===== config.mk =====
export PLATFORM = sky130hd
export DESIGN_NAME = prog_loader
export DESIGN_NICKNAME = d
export VERILOG_FILES = /design/src/rtl/prog_loader.sv
export SDC_FILE = /design/constraint.sdc
export NUM_CORES = 1
export LEC_CHECK = 0
export ABC_AREA = 0
export CAP_MARGIN = 30
export CORE_ASPECT_RATIO = 1.2
export CORE_MARGIN = 1.5
export CORE_UTILIZATION = 45
export CTS_CLUSTER_SIZE = 25
export DETAILED_ROUTE_END_ITERATION = 6
export PLACE_DENSITY = 0.73
export SKIP_CTS_REPAIR_TIMING = 1
export SLEW_MARGIN = 10
export SYNTH_ARGS = -nofsm -noshare
export SYNTH_HDL_FRONTEND = slang
export SYNTH_SLANG_ARGS = --single-unit

===== constraint.sdc =====
create_clock -name clk_i -period 2.3 [get_ports clk_i]
set_clock_uncertainty 0.1 [all_clocks]
set_input_delay 0.46 -clock clk_i [delete_from_list [all_inputs] [get_ports clk_i]]
set_output_delay 0.46 -clock clk_i [all_outputs]
set_load 0.03 [all_outputs]

===== src/rtl/prog_loader.sv =====
// prog_loader: loads a program image from a byte stream into CPU program
// memory, holds the CPU in reset during the load plus RST_HOLD cycles, and
// then releases it.
//
// State table
//   state  | meaning
//   IDLE   | waiting for start, CPU held in reset
//   LOAD   | accepting bytes, one memory write per accepted byte
//   HOLD   | last byte accepted, CPU still in reset for RST_HOLD more cycles
//   RUN    | CPU released, halt is watched, start reloads
//
// Ports
//   clk_i, rst_i          clock, asynchronous active-high reset
//   start_i, len_i        load request and byte count minus one
//   in_valid_i, in_data_i byte source, in_ready_o handshake back
//   mem_wr_o, mem_addr_o, mem_data_o  registered program-memory write
//   cpu_rst_o, halt_i     CPU reset out, CPU halt flag in
//   busy_o, done_o, halted_o  status
module prog_loader #(
  parameter int ADDR_WIDTH = 5,
  parameter int DATA_WIDTH = 8,
  parameter int RST_HOLD   = 2
) (
  input  logic                  clk_i,
  input  logic                  rst_i,
  input  logic                  start_i,
  input  logic [ADDR_WIDTH-1:0] len_i,
  input  logic                  in_valid_i,
  input  logic [DATA_WIDTH-1:0] in_data_i,
  output logic                  in_ready_o,
  output logic                  mem_wr_o,
  output logic [ADDR_WIDTH-1:0] mem_addr_o,
  output logic [DATA_WIDTH-1:0] mem_data_o,
  output logic                  cpu_rst_o,
  input  logic                  halt_i,
  output logic                  busy_o,
  output logic                  done_o,
  output logic                  halted_o
);

  localparam int HW = $clog2(RST_HOLD + 1);
  localparam logic [HW-1:0] HOLD_INIT = HW'(RST_HOLD);

  typedef enum logic [1:0] {S_IDLE, S_LOAD, S_HOLD, S_RUN} state_t;

  state_t                  state_q;
  logic [ADDR_WIDTH-1:0]   len_q;
  logic [ADDR_WIDTH-1:0]   ptr_q;
  logic [HW-1:0]           hold_cnt_q;
  logic                    in_ready_q;
  logic                    mem_wr_q;
  logic [ADDR_WIDTH-1:0]   mem_addr_q;
  logic [DATA_WIDTH-1:0]   mem_data_q;
  logic                    cpu_rst_q;
  logic                    busy_q;
  logic                    done_q;
  logic                    halted_q;
  logic                    accept;

  // in_ready_q is only ever high in LOAD
  assign accept = in_ready_q & in_valid_i;

  always_ff @(posedge clk_i or posedge rst_i) begin
    if (rst_i) begin
      state_q    <= S_IDLE;
      len_q      <= '0;
      ptr_q      <= '0;
      hold_cnt_q <= '0;
      in_ready_q <= 1'b0;
      mem_wr_q   <= 1'b0;
      mem_addr_q <= '0;
      mem_data_q <= '0;
      cpu_rst_q  <= 1'b1;
      busy_q     <= 1'b0;
      done_q     <= 1'b0;
      halted_q   <= 1'b0;
    end else begin
      mem_wr_q <= 1'b0;
      done_q   <= 1'b0;
      case (state_q)
        S_IDLE: begin
          if (start_i) begin
            state_q    <= S_LOAD;
            len_q      <= len_i;
            ptr_q      <= '0;
            halted_q   <= 1'b0;
            in_ready_q <= 1'b1;
            busy_q     <= 1'b1;
          end
        end
        S_LOAD: begin
          if (accept) begin
            mem_wr_q   <= 1'b1;
            mem_addr_q <= ptr_q;
            mem_data_q <= in_data_i;
            if (ptr_q == len_q) begin
              // pointer parks on the last address, so it never wraps
              state_q    <= S_HOLD;
              in_ready_q <= 1'b0;
              hold_cnt_q <= HOLD_INIT;
            end else begin
              ptr_q <= ptr_q + 1'b1;
            end
          end
        end
        S_HOLD: begin
          // counting down to zero and then one more edge puts the release
          // RST_HOLD+1 edges after the final accept, after its write cycle
          if (hold_cnt_q == '0) begin
            state_q   <= S_RUN;
            cpu_rst_q <= 1'b0;
            busy_q    <= 1'b0;
            done_q    <= 1'b1;
          end else begin
            hold_cnt_q <= hold_cnt_q - 1'b1;
          end
        end
        S_RUN: begin
          if (start_i) begin
            state_q    <= S_LOAD;
            len_q      <= len_i;
            ptr_q      <= '0;
            halted_q   <= 1'b0;
            in_ready_q <= 1'b1;
            busy_q     <= 1'b1;
            cpu_rst_q  <= 1'b1;
          end else if (halt_i) begin
            halted_q <= 1'b1;
          end
        end
        default: state_q <= S_IDLE;
      endcase
    end
  end

  assign in_ready_o = in_ready_q;
  assign mem_wr_o   = mem_wr_q;
  assign mem_addr_o = mem_addr_q;
  assign mem_data_o = mem_data_q;
  assign cpu_rst_o  = cpu_rst_q;
  assign busy_o     = busy_q;
  assign done_o     = done_q;
  assign halted_o   = halted_q;

endmodule


==> metrics <==
layout cell share with drive strength beyond 1 0.118; Post-Synthesis Cells 163; commonest non-fill, non-tap cells in the layout nand2_1, clkdlybuf4s50_1, dfrtp_1; placed wire-length estimate 2640 µm; GR peak layer met2; Final WS setup 0.161 ns; total gr overflow 0; warning count from the yosys run 0; power density over cell area 1530 nW/µm²; Die Width 56.8 µm; core box area 3340 µm²; status completed; Tmin final 2.14 ns; met1 usage 0.193; leakage 1.04 nW; initial antenna violation count 0; Final Max Slew Viols 0; endpoints failing setup 0; Clock Pin Slew Worst Setup and Hold Paths 0.07 ns; Die Ht 67.5 µm; total power 3.29 mW; worst r2r src state_q[0]$_DFFE_PP0P_; hold wc startpoint mem_data_o[5]$_DFFE_PP0P_; Yosys reg bits 33; Antenna diodes 0; max_slew headroom 0.613; DR WL/cell 13.6 µm; worst path required time 2.42 ns; post-synthesis sequential area ratio 0.530; Initial Util 0.467; final hold violation count 0; Via density 5.21; H-tree depth 2; crit end category flip-flop; Syn Nets 188; vias in the first global route 1,367; worst skew pair latency 0.28 ns; clock tree buffer depth 2; Die Area 3830 µm²; worst-path fanout max 5; nets 235; DR pass1 iterations 4; Avg Cell Area, Syn 9.57 µm²; CTS tree done; largest net degree at the start of global routing 21; port bufs 36; commonest non-fill, non-tap cell in the layout nand2_1; Synth cell types 30; Placement Setup Slack -0.0215 ns; WS Path Type reg2reg; Max Clk Rate 467 MHz; Row Count 23; I/O pin total 37; max cap viols 0; routability cong. 0.880; met3 Use GR 0.0345; RSZ-0062 raised after global routing false; WHS 0.377 ns; global-route wire length before repair 5710 µm; fin crit share 0.930; DRC violations left 0; R2R Setup Slk 0.16 ns; Routed Antenna Nets 0; All-Layer GR Usage 0.198; Iter 0 DRT Violations 36; mapped cell area 1560 µm²; type of origin of the critical path flip-flop; Tightest Hold Check Type reg2reg; clock sinks 33; total wire length 3380 µm; met2 GRT Util 0.397; root buf cell clkbuf_8; pin slew with the least headroom to its limit 0.580 ns; Crit. Startpoint state_q[0]$_DFFE_PP0P_; CTS Buf Count 5; Layout Utilization 0.644; Area growth, synth to finish 37.9%; peak supply drop 0.959 mV; CP arrival 2.26 ns; vias 1,293; Setup TNS Final 0 ns
Yosys cell counts:
cell type / count / area [µm²]
dfstp_2: 1 / 26.3
a21o_1: 1 / 7.51
a2bb2oi_1: 1 / 8.76
mux2_2: 5 / 56.3
xor2_1: 5 / 43.8
nor2_1: 5 / 18.8
nor2b_1: 2 / 12.5
dfrtp_1: 32 / 801
nand3_1: 7 / 35.0
nand2b_1: 2 / 12.5
nand4_1: 1 / 6.26
nor3_1: 1 / 5.00
o21ai_0: 7 / 35.0
a31oi_1: 3 / 18.8
or3_2: 1 / 7.51
or4_1: 1 / 7.51
mux2i_1: 2 / 20.0
buf_1: 1 / 3.75
a32oi_1: 1 / 8.76
clkbuf_1: 1 / 3.75
nand3b_1: 1 / 7.51
a31o_4: 1 / 17.5
buf_2: 2 / 10.0
a41oi_1: 1 / 8.76
ha_1: 7 / 87.6
nand2_1: 50 / 188
a211o_1: 2 / 17.5
a21oi_1: 6 / 30.0
nor3_2: 1 / 10.0
inv_1: 12 / 45.0
per-stage QoR:
stage / cell area, µm² / cells
2_1_floorplan: 1560 / 163
3_3_place_gp: 2020 / 240
3_5_place_dp: 2020 / 240
4_1_cts: 2140 / 248
5_1_grt: 2150 / 248
6_report: 2150 / 248
cells by family after synthesis:
group	synth area share
flip-flops	0.530
buffers and inverters	0.0401
AND/OR/NAND/NOR	0.199
AO/OA/AOI/OAI	0.0978
multiplexers	0.0489
adder cells (fa/ha/maj)	0.0561
XOR/XNOR	0.0281
metal layers:
metal | vias up | wire (µm)
li1 | 634 | -
met1 | 610 | 1330
met2 | 43 | 1810
met3 | 6 | 175
met4 | 0 | 59
met5 | - | 0
sequential cells by signal, indices dropped and copies added, names as in the netlist, 2 cells and up:
register	cells
mem_data_o	8
state_q	2
mem_addr_o	5
len_q	5
hold_cnt_q	2
ptr_q	5
area by class of cell:
cell class | count | area (µm²)
clock buffer | 7 | 86.3
clock inverter | 1 | 30.0
fill | 290 | 1190
inverter | 12 | 45.0
multi-input combinational | 114 | 683
sequential | 33 | 827
tap | 37 | 46.3
timing repair buffer | 44 | 433
worst max-delay path, stage by stage, from the launching register on:
cell	delay (ns)
dfrtp_1	0.42
inv_1	0.16
ha_4	0.24
nor2b_1	0.13
a211o_1	0.24
a31o_4	0.21
or4_1	0.48
nand3_1	0.11
report_power, final:
part	switching [mW]	internal, mW
registers	0.187	0.846
logic	0.961	0.746
clock network	0.201	0.353
worst paths after layout:
check                                             to  cells after the start
max                             ptr_q[3]$_DFFE_PP0P_                      7
min in group asynchronous       len_q[2]$_DFFE_PP0P_                      2
max in group asynchronous  mem_addr_o[1]$_DFFE_PP0P_                      3
min reg2reg                mem_data_o[5]$_DFFE_PP0P_                      2
min                        mem_data_o[5]$_DFFE_PP0P_                      2
max reg2reg                     ptr_q[3]$_DFFE_PP0P_                      7
Power figures use the tool's default switching activity.
